## src/rtl/uart_pkg.sv

```systemverilog
// Shared UART definitions: FSM state encoding, parity type codes, word width helper.
// Latency: n/a (declarations only).
// Backpressure: n/a.
package uart_pkg;

    // Frame FSM states, common to the receive and transmit paths.
    typedef enum logic [2:0] {
        IDLE,
        START,
        DATA,
        PARITY,
        STOP
    } uart_state_t;

    // Parity type codes as carried on the ParType pins.
    localparam logic PAR_EVEN = 1'b0;
    localparam logic PAR_ODD  = 1'b1;

    // Data word width in bits from its log2.
    function automatic int data_width(input int log2_width);
        return 1 << log2_width;
    endfunction

endpackage

```

## src/rtl/uart_rx_sampler.sv

```systemverilog
// Serial line front end: 2-flop synchroniser, per-bit edge counter, 2-of-3 majority vote.
// Latency: 2 cycles line-to-logic; bit value ready at edge count OVERSAMPLE/2+1.
// Backpressure: none; bit_ready is a one-cycle strobe that must be consumed when raised.
module uart_rx_sampler #(
    parameter int OVERSAMPLE = 8,
    parameter int CW         = $clog2(OVERSAMPLE)
) (
    input  logic          clk,
    input  logic          rst_n,
    input  logic          clr_n,
    input  logic          rx_in,
    input  logic          run,
    output logic          line,
    output logic [CW-1:0] edge_cnt,
    output logic          bit_ready,
    output logic          bit_val
);

    localparam int MID = OVERSAMPLE / 2;

    logic sync1;
    logic sync2;
    logic samp_a;
    logic samp_b;

    // Two-stage synchroniser; both stages reset to the idle (high) line level.
    always_ff @(posedge clk or negedge rst_n) begin
        if (!rst_n) begin
            sync1 <= 1'b1;
            sync2 <= 1'b1;
        end else if (!clr_n) begin
            sync1 <= 1'b1;
            sync2 <= 1'b1;
        end else begin
            sync1 <= rx_in;
            sync2 <= sync1;
        end
    end

    // Edge counter: free-runs modulo OVERSAMPLE while a frame is active, held at 0 otherwise.
    always_ff @(posedge clk or negedge rst_n) begin
        if (!rst_n) begin
            edge_cnt <= '0;
        end else if (!clr_n || !run) begin
            edge_cnt <= '0;
        end else begin
            edge_cnt <= edge_cnt + 1'b1;
        end
    end

    // Capture the first two of the three mid-bit samples; the third is the live line.
    always_ff @(posedge clk or negedge rst_n) begin
        if (!rst_n) begin
            samp_a <= 1'b1;
            samp_b <= 1'b1;
        end else if (!clr_n) begin
            samp_a <= 1'b1;
            samp_b <= 1'b1;
        end else begin
            if (edge_cnt == CW'(MID - 1)) samp_a <= sync2;
            if (edge_cnt == CW'(MID))     samp_b <= sync2;
        end
    end

    assign line      = sync2;
    assign bit_ready = (edge_cnt == CW'(MID + 1));
    assign bit_val   = (samp_a & samp_b) | (samp_a & sync2) | (samp_b & sync2);

endmodule

```

## src/rtl/uart_receiver.sv

```systemverilog
// UART receiver: start detect, LSB-first deserialise, optional parity, stop check.
// Latency: word/error strobes one cycle after the stop-bit majority decision.
// Backpressure: none; strobes are single-cycle and Rx_Pdata holds the last good word.
module uart_receiver
    import uart_pkg::*;
#(
    parameter int DataWIDTH  = 3,
    parameter int OVERSAMPLE = 8
) (
    input  logic                            Rx_CLK,
    input  logic                            Rx_RST_ASYN,
    input  logic                            Rx_RST_SYN,
    input  logic                            Rx_In,
    input  logic                            Rx_ParityEn,
    input  logic                            Rx_ParType,
    output logic [data_width(DataWIDTH)-1:0] Rx_Pdata,
    output logic                            Rx_DataValid,
    output logic                            Rx_ParErr,
    output logic                            Rx_StopErr,
    output logic                            Rx_Busy
);

    localparam int W  = data_width(DataWIDTH);
    localparam int CW = $clog2(OVERSAMPLE);
    localparam int IW = (DataWIDTH > 0) ? DataWIDTH : 1;

    uart_state_t   state;
    uart_state_t   next_state;
    logic          line;
    logic [CW-1:0] edge_cnt;
    logic          bit_ready;
    logic          bit_val;
    logic          bit_end;
    logic          run;
    logic [W-1:0]  shreg;
    logic [IW-1:0] bit_idx;
    logic          par_en_l;
    logic          par_type_l;
    logic          par_bad;
    logic          frame_ok;

    uart_rx_sampler #(
        .OVERSAMPLE(OVERSAMPLE),
        .CW        (CW)
    ) u_sampler (
        .clk      (Rx_CLK),
        .rst_n    (Rx_RST_ASYN),
        .clr_n    (Rx_RST_SYN),
        .rx_in    (Rx_In),
        .run      (run),
        .line     (line),
        .edge_cnt (edge_cnt),
        .bit_ready(bit_ready),
        .bit_val  (bit_val)
    );

    assign bit_end  = (edge_cnt == CW'(OVERSAMPLE - 1));
    assign frame_ok = bit_val & ~(par_en_l & par_bad);
    assign Rx_Busy  = (state != IDLE);

    // State register.
    always_ff @(posedge Rx_CLK or negedge Rx_RST_ASYN) begin
        if (!Rx_RST_ASYN) begin
            state <= IDLE;
        end else if (!Rx_RST_SYN) begin
            state <= IDLE;
        end else begin
            state <= next_state;
        end
    end

    // Next-state logic; the edge counter runs whenever the next state is not IDLE,
    // so the cycle that first sees the low line becomes count 0 of the start bit.
    always_comb begin
        next_state = state;
        run        = 1'b0;
        case (state)
            IDLE:    if (!line) next_state = START;
            START: begin
                if (bit_ready && bit_val) next_state = IDLE;   // start bit was a glitch
                else if (bit_end)         next_state = DATA;
            end
            DATA:    if (bit_end && bit_idx == IW'(W - 1))
                         next_state = par_en_l ? PARITY : STOP;
            PARITY:  if (bit_end) next_state = STOP;
            STOP:    if (bit_ready) next_state = IDLE;         // leave early for back-to-back frames
            default: next_state = IDLE;
        endcase
        run = (next_state != IDLE);
    end

    // Frame datapath: config latch, shift register, parity check and registered outputs.
    always_ff @(posedge Rx_CLK or negedge Rx_RST_ASYN) begin
        if (!Rx_RST_ASYN) begin
            shreg        <= '0;
            bit_idx      <= '0;
            par_en_l     <= 1'b0;
            par_type_l   <= PAR_EVEN;
            par_bad      <= 1'b0;
            Rx_Pdata     <= '0;
            Rx_DataValid <= 1'b0;
            Rx_ParErr    <= 1'b0;
            Rx_StopErr   <= 1'b0;
        end else if (!Rx_RST_SYN) begin
            shreg        <= '0;
            bit_idx      <= '0;
            par_en_l     <= 1'b0;
            par_type_l   <= PAR_EVEN;
            par_bad      <= 1'b0;
            Rx_Pdata     <= '0;
            Rx_DataValid <= 1'b0;
            Rx_ParErr    <= 1'b0;
            Rx_StopErr   <= 1'b0;
        end else begin
            Rx_DataValid <= 1'b0;
            Rx_ParErr    <= 1'b0;
            Rx_StopErr   <= 1'b0;
            case (state)
                IDLE: begin
                    if (!line) begin
                        par_en_l   <= Rx_ParityEn;
                        par_type_l <= Rx_ParType;
                        par_bad    <= 1'b0;
                        bit_idx    <= '0;
                    end
                end
                DATA: begin
                    if (bit_ready) shreg <= {bit_val, shreg[W-1:1]};
                    if (bit_end)   bit_idx <= bit_idx + 1'b1;
                end
                PARITY: begin
                    if (bit_ready)
                        par_bad <= bit_val ^ (^shreg) ^ (par_type_l == PAR_ODD);
                end
                STOP: begin
                    if (bit_ready) begin
                        Rx_StopErr   <= ~bit_val;
                        Rx_ParErr    <= par_en_l & par_bad;
                        Rx_DataValid <= frame_ok;
                        if (frame_ok) Rx_Pdata <= shreg;
                    end
                end
                default: ;
            endcase
        end
    end

endmodule

```

## config.mk

```make
export PLATFORM = sky130hd
export DESIGN_NAME = uart_receiver
export DESIGN_NICKNAME = d
export VERILOG_FILES = /design/src/rtl/uart_pkg.sv /design/src/rtl/uart_rx_sampler.sv /design/src/rtl/uart_receiver.sv
export SDC_FILE = /design/constraint.sdc
export NUM_CORES = 1
export LEC_CHECK = 0
export CAP_MARGIN = 0
export CORE_AREA = 8 8 88 90
export DETAILED_ROUTE_END_ITERATION = 8
export DIE_AREA = 0 0 96 98
export PLACE_DENSITY = 0.41
export SLEW_MARGIN = 20
export SYNTH_ARGS = -nofsm -noshare
export SYNTH_HDL_FRONTEND = slang
export SYNTH_SLANG_ARGS = --single-unit
```

## constraint.sdc

```tcl
create_clock -name Rx_CLK -period 1.95 [get_ports Rx_CLK]
set_input_delay 0.195 -clock Rx_CLK [delete_from_list [all_inputs] [get_ports Rx_CLK]]
set_output_delay 0.195 -clock Rx_CLK [all_outputs]
set_load 0.005 [all_outputs]
```

# After elaboration in Yosys (flattened, before gate mapping)
# Cells that the tools add are included.
# totals
reg_bits	35
in_bits	6
elab_cells	110
# classes
addsub	2
n_eq_ne	22
muxes	46
n_bitwise	11
n_reduce_logical	14
# ops
cell	n
$mux 8	7
$mux 3	12
$mux 1	24
$eq 3x3->1 const B	5
$pmux 3 s5	1
$ne 2x1->1 const B	7
$eq 3x2->1 const B	3
$ne 3x3->1 const B	3
$reduce_and 3->1	3
$reduce_xor 8->1	1
$add 3x1->3 const B	2
$ne 3x1->1 const B	2
$pmux 3 s2	1
$reduce_bool 3->1	2
$and 1x1->1	5
$reduce_and 2->1	2
$eq 3x1->1 const B	1
$logic_not 3->1	1
$logic_and 1x1->1	2
$logic_not 1->1	2
$ne 2x2->1 const B	1
$not 1->1	2
$or 1x1->1	2
$pmux 1 s2	1
2 further kinds	3

# Longest topological paths before layout
# Gate-level depths: netlist of run 1.
# depth
depth_word	10
mapped_depth	8
mapped_depth_nobuf	6

# By module
# From an unflattened synthesis of run 1, not the netlist that was laid out.
# hier_totals
cells_unflattened	159
area_unflattened_um2	1691.6
# modules_own_cells
module	n_inst	cells_each	area_per_inst_um2	seq_area_each_um2
uart_receiver	1	132	1371.3	700.7
uart_rx_sampler	1	27	320.3	180.2

# Least setup slack after synthesis of run 1
# No wires, ideal clock.
# synth_path
kind	reg-to-reg
start	register u_sampler.edge_cnt[1]
end	register u_sampler.edge_cnt[1]
t_arrival_ns	1.454
slack_ns	0.357
stages_incl_launch_ff	8
synth_period_minus_slack_ns	1.593
cell_sequence	dfrtp_1 > inv_1 > ha_1 > and2_1 > clkbuf_1 > a31oi_1 > a221oi_1 > nor3b_1
# synth_between
elab_chain_cells	8
elab_cells_between_ends	15
cone_classes	add/sub (1); eq/ne (2); mux (7); reduce/logical (5)
# synth_rtl
item	line_no	text
start: declaration	uart_rx_sampler.sv:14	output logic [CW-1:0] edge_cnt,
start signal: assignment	uart_rx_sampler.sv:47	edge_cnt <= edge_cnt + 1'b1;
$eq 3x3->1 (on tied branches)	uart_receiver.sv:57, uart_rx_sampler.sv:66	
$mux 3 (tied with other cells)	uart_receiver.sv:81	else if (bit_end) next_state = DATA;
$mux 3 (on tied branches)	uart_receiver.sv:80, uart_receiver.sv:83	
$pmux 3 s5	uart_receiver.sv:77	case (state)
$reduce_bool 3->1	uart_receiver.sv:89	run = (next_state != IDLE);
$logic_not 1->1	uart_rx_sampler.sv:44	end else if (!clr_n || !run) begin
$logic_or 1x1->1	uart_rx_sampler.sv:44	
$mux 3 (*)	uart_rx_sampler.sv:44	
# Every way passes the cells marked *; elsewhere a longest branch is shown, timed or not.
# A chain may end at the register's enable or synchronous reset.

# Final worst setup path of run 1
# layout_path
start	register state[0]
end	output port Rx_Busy
# layout_between
elab_chain_cells	1
# layout_rtl
item	line_no	text
start: declaration	uart_receiver.sv:27	uart_state_t state;
start signal: assignment	uart_receiver.sv:68	state <= next_state;
$reduce_bool 3->1	uart_receiver.sv:59	assign Rx_Busy = (state != IDLE);
end: declaration	uart_receiver.sv:20	output logic Rx_Busy
# No other way between the ends.

==> results.cfg, run 1 <==
[sta]
clock.fmax_mhz = 540
fin_crit_sh_pct = 94.9
hold_viol_final = 0
max_slew_margin_pct = 69.7
setup_viol = 0
fin_setup_tns_ps = 0
worst_slew_pin_slew_ps = 455
post-route-min-period_ps = 1850
finalMaxSlewViolations = 0
grt_setup_unrepaired = false
skew_ps = 4.52

[finish]
finalNetCount = 194
final_common_cell = dfrtp_1
area_growth_pct = 20.1
stdcell_count = 262
drive_gt1_share_pct = 11.0
n_antenna_cell = 0
final_cell_mix = dfrtp_1 (31), nor2_1 (22), mux2i_1 (20)

[critical_path]
cp_data_required_time_ps = 1750
crit_chain = or3_4, clkdlybuf4s50_1
critPathKind = reg2out
critical_path.slowest_cell = dfrtp_1
endpoint_kind = primary output
critical_path_arrival_ps = 1660
crit-reg2reg-launch = u_sampler.edge_cnt[0]
max_stage_delay_ps = 500
cp_num_buf_inv = 1
cp.depth = 2
cp-start-kind = flip-flop
reg2reg_to = u_sampler.edge_cnt[1]
r2r_slack_ps = 150
cp_max_fo = 11
crit_family = flip-flops
rr_worst_depth = 6

[detailed_routing]
drt_wl_total_um = 3510
drtPass1Iterations = 4
wire_per_inst_um = 13.4
vias = 1188
final_antenna_net_count = 0
drc_errors = 0
drtIter0Drc = 34
vias_per_cell = 4.53

[logic_synthesis]
synth-seq-area-share_pct = 51.0
synth_area_leaders = dfrtp_1 (45%), mux2i_1 (12%), dfstp_2 (6.1%), ha_1 (5.1%), nor2_1 (4.8%)
synthesis.nets = 175
synth_area_leader_cell = dfrtp_1
synth.distinct_cells = 36
synth_cells = 162
synth.top_cell.area_share_pct = 44.9
synth_area_per_cell_sq_um = 10.7
yosys_warnings = 0
syn_area_sq_um = 1730
ys_ff_latch = 35

[clock_network]
cts_buffer_depth = 2
root_buffer = clkbuf_8
clkTransAtPathRegs_ps = 70
worstSkewPairLatency_ps = 280
cts-resized-gates = 0
cts.sinks = 35
numCtsBuffers = 5
cts_hold_buf = 0
htreeDepth = 2
cts_setup_buffers = 0
cts_tree = built

[global_route]
antenna_found_initial = 0
grt_max_degree = 36
grt_overflow = 0
grt_pass1_wl_um = 6100
grt_pass1_vias = 1214
grt_usage_pct = 8.29

[job]
max-cap-violations = 0

[place]
dpl.cell_count = 254
hpwl_um = 2550
gp_congestion = 0.788
portBuffers = 17

[floorplan]
die_area_sq_um = 9410
die-height_um = 98
start_util_pct = 26.6
die_w_um = 96
core_area_sq_um = 6490
rows = 30
ios = 18

[pwr]
powerDensity_nw_per_um2 = 661
leakagePower_nw = 1.00
vdd_drop_max_mv = 0.289

[hold_path]
min_path_type = in2async

[run_status]
outcome = finished, final reports clean
==> worst register-to-register path, stage by stage, from the launching register on <==
cell,delay (ps)
dfrtp_1,420
ha_1,230
ha_1,260
nand4_1,130
o21ai_0,100
a221oi_1,430
nor3b_1,100
==> cell families after synthesis <==
family | after synthesis | share of synthesized area, %
flops | 35 | 51.0
buf+inv | 14 | 4.13
compound gates | 15 | 5.07
xor+xnor | 8 | 4.85
mux | 20 | 11.6
simple gates | 62 | 17.7
fa+ha+maj | 8 | 5.65
==> layout make-up <==
cell class / instances / area, sq um
fillers: 673 / 4420
flip-flops and latches: 35 / 881
multi-input cells: 113 / 776
repair buffers: 21 / 200
clock buffers: 8 / 100
well taps: 80 / 100
inverters: 5 / 18.8
==> sequential cells by signal, summed over array words and instances (netlist names), 3 cells and up <==
signal and count:
shreg 8, Rx_Pdata 8, bit_idx 3, state 3
u_sampler.edge_cnt 3
==> worst max path at each step <==
stage,startpoint,end,slack [ps]
after floorplan,u_sampler.edge_cnt[1],u_sampler.edge_cnt[1],360
after global placement,u_sampler.edge_cnt[0],u_sampler.edge_cnt[1],250
after detailed placement,u_sampler.edge_cnt[0],u_sampler.edge_cnt[1],160
after CTS,state[0],Rx_Busy,80
after global routing,u_sampler.edge_cnt[0],u_sampler.edge_cnt[2],30
final,state[0],Rx_Busy,100
==> per-layer routing <==
layer | track usage [%] | part of all wire, % | up-vias
li1 | - | - | 586
met1 | 9.97 | 44 | 572
met2 | 12.6 | 48 | 25
met3 | 3.53 | 6.6 | 5
met4 | 3.20 | 1.5 | 0
met5 | 0 | 0 | -
==> power breakdown <==
group	internal [mW]	total [mW]	switching (mW)	leakage (nW)
Combinational	0.0278	0.0675	0.0397	0.478
Clock	0.322	0.563	0.241	0.0515
Sequential	0.733	0.741	0.00739	0.474
==> cell usage after synthesis (all sizes together) <==
library cell,count
nor3,4
o21ai,4
mux2i,20
clkbuf,6
and3,1
a221oi,1
xnor3,1
buf,3
or3,2
a31oi,1
nand4b,1
dfstp,4
nand2,12
a21oi,7
maj3,1
a211oi,1
nor2b,1
nand3,9
xor2,1
and2,1
inv,5
nor2,22
dfrtp,31
or2,2
xnor2,6
nor3b,2
nand4,2
a21bo,1
nand2b,3
ha,7
==> metrics by stage <==
step | utilization, % | total power [mW] | cell area (sq um) | setup slack [ps] | hold slack, ps
global route | 32.0 | 1.44 | 2080 | 29.5 | 380
CTS | 32.0 | 1.40 | 2080 | 82.8 | 353
floorplan | - | 0.785 | 1730 | 357 | -101
detailed placement | 30.4 | 0.824 | 1980 | 163 | 482
finish | 32.0 | 1.37 | 2080 | 98.9 | 336
global placement | 30.4 | 0.824 | 1980 | 251 | 482
(Power assumes the default switching activity.)
==> run 2, diff against run 1 <==
--- a/config.mk
+++ b/config.mk
@@ -9,7 +9,7 @@
 export CORE_AREA = 8 8 88 90
 export DETAILED_ROUTE_END_ITERATION = 8
 export DIE_AREA = 0 0 96 98
-export PLACE_DENSITY = 0.41
+export PLACE_DENSITY = 0.45
 export SLEW_MARGIN = 20
 export SYNTH_ARGS = -nofsm -noshare
 export SYNTH_HDL_FRONTEND = slang
==> run 2 against run 1 <==
Effect of this change: critical path depth unchanged; combinational power up 6.1%; count of clock-buffer cells in the layout is 1 lower; clock power is 10% lower; power decreased by 4.0%; final area decreased by 0.30%; flip-flop and latch count unchanged; worst setup slack better by 1.9 ps; global-route usage rose by 0.49 points; routed wire length increased by 3.6%; via count hardly changed; first-iteration DRC count rose by 76%; critical endpoint unchanged; largest cell class unchanged.
==> results.cfg, run 2 (same netlist as run 1, synthesis figures left out) <==
[detailed_routing]
drt_wl_total_um = 3630
vias_per_cell = 4.54
drtIter0Drc = 60
wire_per_inst_um = 13.9
vias = 1189
drtPass1Iterations = 4
drc_errors = 0
final_antenna_net_count = 0

[clock_network]
cts_tree = built
htreeDepth = 2
worstSkewPairLatency_ps = 290
cts_setup_buffers = 0
numCtsBuffers = 5
clkTransAtPathRegs_ps = 70
cts-resized-gates = 0
cts_hold_buf = 0
cts.sinks = 35
root_buffer = clkbuf_8
cts_buffer_depth = 2

[sta]
grt_setup_unrepaired = false
max_slew_margin_pct = 65.9
skew_ps = 5.33
post-route-min-period_ps = 1850
clock.fmax_mhz = 541
worst_slew_pin_slew_ps = 511
finalMaxSlewViolations = 0
setup_viol = 0
fin_crit_sh_pct = 94.8
fin_setup_tns_ps = 0
hold_viol_final = 0

[finish]
reg_top3 = Rx_Pdata: 8 flops, shreg: 8 flops
final_common_cell = dfrtp_1
n_antenna_cell = 0
area_growth_pct = 19.8
drive_gt1_share_pct = 10.4
finalNetCount = 194
final_cell_mix = dfrtp_1 (31), nor2_1 (22), mux2i_1 (20)

[run_status]
outcome = finished, final reports clean

[floorplan]
die_area_sq_um = 9410
die_w_um = 96
rows = 30
ios = 18
core_area_sq_um = 6490
die-height_um = 98
start_util_pct = 26.6

[global_route]
grt_pass1_vias = 1262
antenna_found_initial = 0
grt_overflow = 0
grt_pass1_wl_um = 6390
grt_max_degree = 36
grt_usage_pct = 8.78

[critical_path]
endpoint_kind = primary output
cp-start-kind = flip-flop
critical_path_arrival_ps = 1650
cp_max_fo = 11
max_stage_delay_ps = 490
critical_path.slowest_cell = dfrtp_1
crit_chain = or3_4, clkdlybuf4s50_1
cp_data_required_time_ps = 1750
critPathKind = reg2out

[pwr]
leakagePower_nw = 0.999
vdd_drop_max_mv = 0.208
powerDensity_nw_per_um2 = 636
total_power_mw = 1.32

[place]
portBuffers = 17
hpwl_um = 2550
gp_congestion = 0.863

[job]
max-cap-violations = 0

[hold_path]
min_path_type = in2async
## run 2: changes by cell type in the layout (fill, tap and decap cells not counted)
cell and change:
buf_4 -1, buf_12 +1, clkbuf_1 +1, clkbuf_8 -2, clkinv_2 +1
## run 2: metal layers
layer	global-route usage, %	vias to the layer above	wire length, um
met2	12.2	23	1590
met1	11.8	572	1780
met4	3.91	0	74
met3	3.15	7	190
li1	-	587	-
met5	0	-	0
## run 2: cell type report
| class | instances | area, sq um |
|---|---|---|
| Clock buffer | 7 | 76.3 |
| Clock inverter | 1 | 5.00 |
| Fill cell | 665 | 4420 |
| Inverter | 5 | 18.8 |
| Multi-Input combinational cell | 113 | 776 |
| Sequential cell | 35 | 881 |
| Tap cell | 80 | 100 |
| Timing Repair Buffer | 21 | 213 |
## run 2: stage by stage
stage | utilization [%] | hold WS [ps] | cell area [sq um] | setup slack (ps) | instances
global route | 31.9 | 357 | 2070 | 10.3 | 262
global placement | 30.6 | 471 | 1990 | 249 | 254
finish | 31.9 | 323 | 2070 | 101 | 262
CTS | 31.9 | 343 | 2070 | 76.2 | 262
detailed placement | 30.6 | 487 | 1990 | 150 | 254
floorplan | - | -101 | 1730 | 357 | 162
## run 2: worst paths after layout
kind / depth (start not counted) / start / slack [ps] / to
worst max-delay path: 2 / state[0] / 100 / Rx_Busy
worst min-delay path: 2 / Rx_RST_ASYN / 320 / Rx_DataValid
worst max register to register: 6 / u_sampler.edge_cnt[0] / 130 / u_sampler.edge_cnt[1]
worst min register to register: 2 / u_sampler.samp_b / 490 / u_sampler.samp_b
max in group asynchronous: 2 / Rx_RST_ASYN / 1270 / u_sampler.line
min in group Rx_CLK: 2 / Rx_In / 430 / u_sampler.sync1
## run 2: critical path, delay by kind of cell, from the launching register on
kind,cells,cell delay [ps]
and+or+nand+nor,1,420
DFF,1,490
buffers and inverters,1,460
## run 2: power breakdown
group	total (mW)	leakage (nW)	switching (mW)	internal, mW
registers	0.740	0.474	0.00693	0.733
logic	0.0716	0.483	0.0413	0.0304
clock network	0.504	0.0422	0.254	0.250
==> RTL change 1 (config.mk and constraints of run 1) <==
Re-encode `uart_state_t` (5 states) as Gray code, 3 bits wide.
--- a/src/rtl/uart_pkg.sv
+++ b/src/rtl/uart_pkg.sv
@@ -5,11 +5,11 @@
 
     // Frame FSM states, common to the receive and transmit paths.
     typedef enum logic [2:0] {
-        IDLE,
-        START,
-        DATA,
-        PARITY,
-        STOP
+        IDLE   = 3'b000,
+        START  = 3'b001,
+        DATA   = 3'b011,
+        PARITY = 3'b010,
+        STOP   = 3'b110
     } uart_state_t;
 
     // Parity type codes as carried on the ParType pins.
Function: same outputs for any inputs over 10 cycles, from zero or initial values and one cycle with Rx_RST_ASYN low; not proved beyond that.
==> RTL change 1 against run 1 <==
- routed wire length up 0.51%
- power up 9.1%
- sequential power about the same
- die area unchanged
- critical endpoint unchanged
- sequential share of layout area down 0.41 points
- count of clock-buffer cells in the layout down 2
- cell area up 0.96%
- highest routed layer unchanged
- area after synthesis down 3.1%
- sequential cell count unchanged
- setup slack worse by 0.0042 ns
==> RTL change 1: results (changes against run 1) <==
Yosys
  – Warnings from Yosys: 0 (unchanged)
  – Syn Nets: 162 (-7.4%)
  – Register area share after synthesis: 52.6% (+1.6 points)
  – Post-Syn Area per Cell: 11.2 sq um (+5.3%)
  – Synth top cells by count: dfrtp_1, nor2_1, nand2_1
  – Top post-synthesis cells by area: dfrtp_1, mux2i_1, dfstp_2, ha_1, nor2_1
  – Synth async-reset ratio: 100% (unchanged)
  – Distinct cells, synth: 31 (-14%)

Clocking
  – Root buf cell: clkbuf_8
  – Worst skew pair latency: 0.28 ns (about the same)
  – Clk pin slew, worst setup/hold paths: 0.07 ns (about the same)
  – CTS resizes: 0 (unchanged)
  – Clk buf depth: 2 (unchanged)
  – Post-CTS Setup Bufs: 0 (unchanged)
  – TritonCTS Buffers: 5 (unchanged)
  – H-tree depth: 2 (unchanged)

Drt
  – Routed length per instance: 13.8 um (+2.9%)
  – Pre-antenna DRT Iters: 4 (unchanged)
  – WL final: 3530 um (+0.51%)
  – DR vias: 1170 (-1.5%)
  – Initial drt markers: 8 (-76%)

Worst hold path
  – Hold Crit Class: input pin to asynchronous set/reset pin

Cells and area
  – Largest regs: Rx_Pdata: 8 flops, shreg: 8 flops
  – Diode count: 0 (unchanged)
  – Nets@finish: 188 (-3.1%)
  – Fraction of layout instances using a drive strength above 1: 16.5% (+5.5 points)
  – Fillers: 650 (-3.4%)

Power
  – Leakage: 0.000960 uW (-4.4%)
  – Peak supply drop: 258 uV (-11%)

Worst setup path
  – Worst Setup SP: state[2]$_DFF_PN0_
  – Worst reg2reg startpoint: u_sampler.edge_cnt[0]$_DFF_PN0_
  – Worst Path Max Fanout: 8 (-3)

GRT
  – Initial antenna violation count: 0 (unchanged)
  – First-pass GRT wire length: 5940 um (-2.6%)
  – Total GRT Usage: 8.19% (-0.10 points)
  – Largest net degree at the start of global routing: 36 (unchanged)

Placed design
  – Final GP Congestion: 0.846 (+7.3%)
  – Port bufs: 17 (unchanged)
  – Dpl hpwl: 2540 um (-0.40%)
  – Pre-CTS WS: 0.0482 ns (-0.115 ns)
  – Dpl cells: 248 (-2.4%)

Timing
  – Worst clock skew: 0.00480 ns (+0.000279 ns)
  – Slew HR: 69.7% (about the same)

Status
  – Status: completed
-- RTL change 1: cell count changes after synthesis, sizes merged, moves of 2 or more --
| cell | change |
|---|---|
| a21oi | -4 |
| nand3 | -6 |
| a22o | +7 |
| a31o | +2 |
| nor2 | -2 |
| mux2 | +3 |
| inv | +4 |
| mux2i | -9 |
| clkbuf | -4 |
| or2 | -2 |
-- RTL change 1: final cells by class --
class                   instances  area share (%)
well taps                      80            4.78
clock buffers                   6            3.94
clock inverters                 2            1.67
multi-input cells             100            35.3
flip-flops and latches         35            42.0
inverters                       9            1.61
repair buffers                 24            10.6
-- RTL change 1: where the power goes --
part / total, uW / internal, uW / switching (uW)
Sequential: 740 / 733 / 6.99
Combinational: 74.5 / 31.4 / 43.1
Clock: 681 / 414 / 267
Total: 1500 / 1180 / 318
-- RTL change 1: cell families (layout without fill, tap and decap cells) --
group / Yosys count / after routing / synth area share, %
AND/OR/NAND/NOR: 50 / 50 / 14.0
flip-flops: 35 / 35 / 52.6
buffers and inverters: 14 / 41 / 3.36
multiplexers: 14 / 14 / 8.60
adder cells (fa/ha/maj): 8 / 8 / 5.90
AO/OA/AOI/OAI: 20 / 20 / 10.5
XOR/XNOR: 8 / 8 / 5.01
-- RTL change 1: path summary, 6_finish.rpt --
| path | depth (start not counted) | end | slack (ns) |
|---|---|---|---|
| worst max register to register | 5 | bit_idx[1]$_DFFE_PN0P_ | 0.14 |
| worst max-delay path | 2 | Rx_Busy | 0.09 |
| worst min-delay path | 2 | par_type_l$_DFFE_PN0P_ | 0.32 |
| worst min register to register | 1 | u_sampler.line$_DFF_PN1_ | 0.48 |
| min in group Rx_CLK | 2 | u_sampler.sync1$_DFF_PN1_ | 0.43 |
| max in group asynchronous | 2 | u_sampler.samp_a$_DFFE_PN1P_ | 1.28 |
-- RTL change 1: per-layer routing --
metal / vias up / GRT usage, % / part of all wire (%)
met4: 0 / 3.20 / 1.3
met2: 15 / 13.3 / 49
met3: 6 / 2.99 / 4.9
met5: - / 0 / 0
met1: 582 / 9.43 / 45
li1: 567 / - / -
-- RTL change 1: critical path, stage by stage (launching register included) --
cell and delay [ns]:
dfrtp_1 0.48, or3_1 0.43, clkdlybuf4s50_1 0.47
-- RTL change 1: metrics by stage --
step / power, uW / instance area (sq um)
2_1_floorplan: 787 / 1670
3_3_place_gp: 829 / 1970
3_5_place_dp: 831 / 1970
4_1_cts: 1530 / 2090
5_1_grt: 1560 / 2100
6_report: 1500 / 2100
==> RTL change 2 (config.mk and constraints of run 1) <==
Without the edit above. `OVERSAMPLE` is set to 8 in 2 places; all go to 16.
--- a/src/rtl/uart_rx_sampler.sv
+++ b/src/rtl/uart_rx_sampler.sv
@@ -2,7 +2,7 @@
 // Latency: 2 cycles line-to-logic; bit value ready at edge count OVERSAMPLE/2+1.
 // Backpressure: none; bit_ready is a one-cycle strobe that must be consumed when raised.
 module uart_rx_sampler #(
-    parameter int OVERSAMPLE = 8,
+    parameter int OVERSAMPLE = 16,
     parameter int CW         = $clog2(OVERSAMPLE)
 ) (
     input  logic          clk,
--- a/src/rtl/uart_receiver.sv
+++ b/src/rtl/uart_receiver.sv
@@ -5,7 +5,7 @@
     import uart_pkg::*;
 #(
     parameter int DataWIDTH  = 3,
-    parameter int OVERSAMPLE = 8
+    parameter int OVERSAMPLE = 16
 ) (
     input  logic                            Rx_CLK,
     input  logic                            Rx_RST_ASYN,
Check against the original RTL: not equivalent (Yosys sat finds a counterexample within 10 cycles, from zero or initial values and one cycle with Rx_RST_ASYN low).
==> RTL change 2 against run 1 <==
- die area did not move
- sequential power rose by 2%
- clock power fell by 3%
- routed wire length rose by 10%
- clock skew rose by 0.0070 ns
- power rose by 1.3%
- setup slack improved by 0.090 ns
- cell area rose by 10%
- area after synthesis rose by 7.7%
- critical path depth did not move
- via count rose by 5.9%
- global-route usage rose by 0.75 points
- sequential cell count rose by 1
==> RTL change 2: results (changes against run 1) <==
Drt
  – WL final: 3870 um (+10%)
  – Initial drt markers: 37 (+8.8%)
  – Drt via density: 4.64 (+2.4%)
  – Pre-antenna DRT Iters: 5 (+1)

Placed design
  – Dpl hpwl: 2820 um (+10%)
  – Final GP Congestion: 0.762 (-3.2%)
  – Cell Area, Placed: 2180 sq um (+11%)
  – Port bufs: 17 (unchanged)
  – Dpl cells: 263 (+3.5%)

Worst setup path
  – Reg-to-Reg End: u_sampler.edge_cnt[3]$_DFF_PN0_
  – Worst Path Max Fanout: 7 (-4)
  – CP endpoint: Rx_Busy
  – Worst reg2reg startpoint: u_sampler.edge_cnt[1]$_DFF_PN0_
  – Largest stage delay, worst path: 0.46 ns (-0.04 ns)
  – FF-to-FF setup slack: 0.20 ns (+0.05 ns)
  – Worst Path Arrival: 1.57 ns (-0.09 ns)
  – Worst reg2reg path depth: 6 (unchanged)
  – Crit path max-delay family: flip-flops
  – CP max-delay cell: dfrtp_1
  – Worst Setup SP: state[2]$_DFF_PN0_

GRT
  – Largest net degree at the start of global routing: 37 (+2.8%)
  – Vias in the first global route: 1382 (+14%)
  – First-pass GRT wire length: 6630 um (+8.7%)
  – Total GRT Usage: 9.04% (+0.75 points)
  – Initial antenna violation count: 0 (unchanged)

Yosys
  – Warnings from Yosys: 0 (unchanged)
  – Post-synthesis cell count: 162 (unchanged)
  – Synth async-reset ratio: 100% (unchanged)
  – Top post-synthesis cells by area: dfrtp_1, mux2i_1, nor2b_1, dfstp_2, ha_1
  – Ys flop type: dfrtp_1
  – Distinct cells, synth: 42 (+17%)
  – Syn Nets: 173 (-1.1%)
  – Register area share after synthesis: 48.7% (-2.3 points)
  – Synth top cells by count: dfrtp_1, mux2i_1, nor2b_1

Cells and area
  – Largest regs: Rx_Pdata: 8 flops, shreg: 8 flops, u_sampler.edge_cnt: 4 flops
  – Diode count: 0 (unchanged)
  – Nets@finish: 201 (+3.6%)
  – Fraction of layout instances using a drive strength above 1: 16.2% (+5.2 points)
  – Non-filler cells, final: 271 (+3.4%)

Power
  – Leakage: 0.00109 uW (+8.9%)
  – Peak supply drop: 231 uV (-20%)

Worst hold path
  – Hold Crit Class: input pin to asynchronous set/reset pin

Timing
  – Final hold slack: 0.319 ns (-0.0171 ns)
  – Worst clock skew: 0.0115 ns (+0.00701 ns)
  – Worst Max-Slew Pin Slew: 0.468 ns (+0.0134 ns)

Clocking
  – Root buf cell: clkbuf_8
  – Clk buf depth: 2 (unchanged)
  – Worst skew pair latency: 0.29 ns
  – TritonCTS Buffers: 5 (unchanged)
  – Clk pin slew, worst setup/hold paths: ~0.080 ns
  – H-tree depth: 2 (unchanged)

Status
  – Status: completed
-- RTL change 2: stage by stage --
stage	setup slack (ns)	power [uW]
after floorplan	0.301	811
after global placement	0.133	859
after detailed placement	0.0584	860
after CTS	0.0493	1420
after global routing	0.0313	1460
final	0.189	1390
-- RTL change 2: area by class of cell --
class,instances,area [sq um]
well taps,80,100
repair buffers,29,260
clock buffers,6,82.6
flip-flops and latches,36,906
clock inverters,2,10.0
multi-input cells,111,901
inverters,7,26.3
fillers,670,4210
-- RTL change 2: metal layers --
layer	wire length, um	GRT usage, %	part of all wire, %
met5	0	0	0
met4	67	3.91	1.7
met3	180	2.84	4.6
met2	2000	14.7	52
met1	1620	10.5	42
-- RTL change 2: timing repair --
action / CTS / global route
setup endpoints to repair: 0 / 4
setup buffers: 0 / 0
resized for setup: 0 / 1
-- RTL change 2: where the power goes --
part | switching [uW] | leakage [uW] | internal (uW) | total [uW]
sequential | 4.54 | 0.000488 | 754 | 758
combinational | 46.6 | 0.000554 | 39.8 | 86.4
clock | 263 | 0.0000510 | 282 | 545
total | 314 | 0.00109 | 1080 | 1390
-- RTL change 2: logic make-up after synthesis --
logic type      after synthesis  synth area share (%)
buf+inv                      15                  3.43
simple gates                 64                  22.0
fa+ha+maj                     6                  3.97
compound gates               12                  5.44
xor+xnor                      8                  5.24
mux                          21                  11.3
flops                        36                  48.7
-- RTL change 2: worst register-to-register path, stage by stage, from the launching register on --
cell       delay [ns]
dfrtp_1          0.40
inv_1            0.08
ha_1             0.13
and3b_1          0.38
a2111oi_4        0.15
nor4_4           0.38
nor3_1           0.11
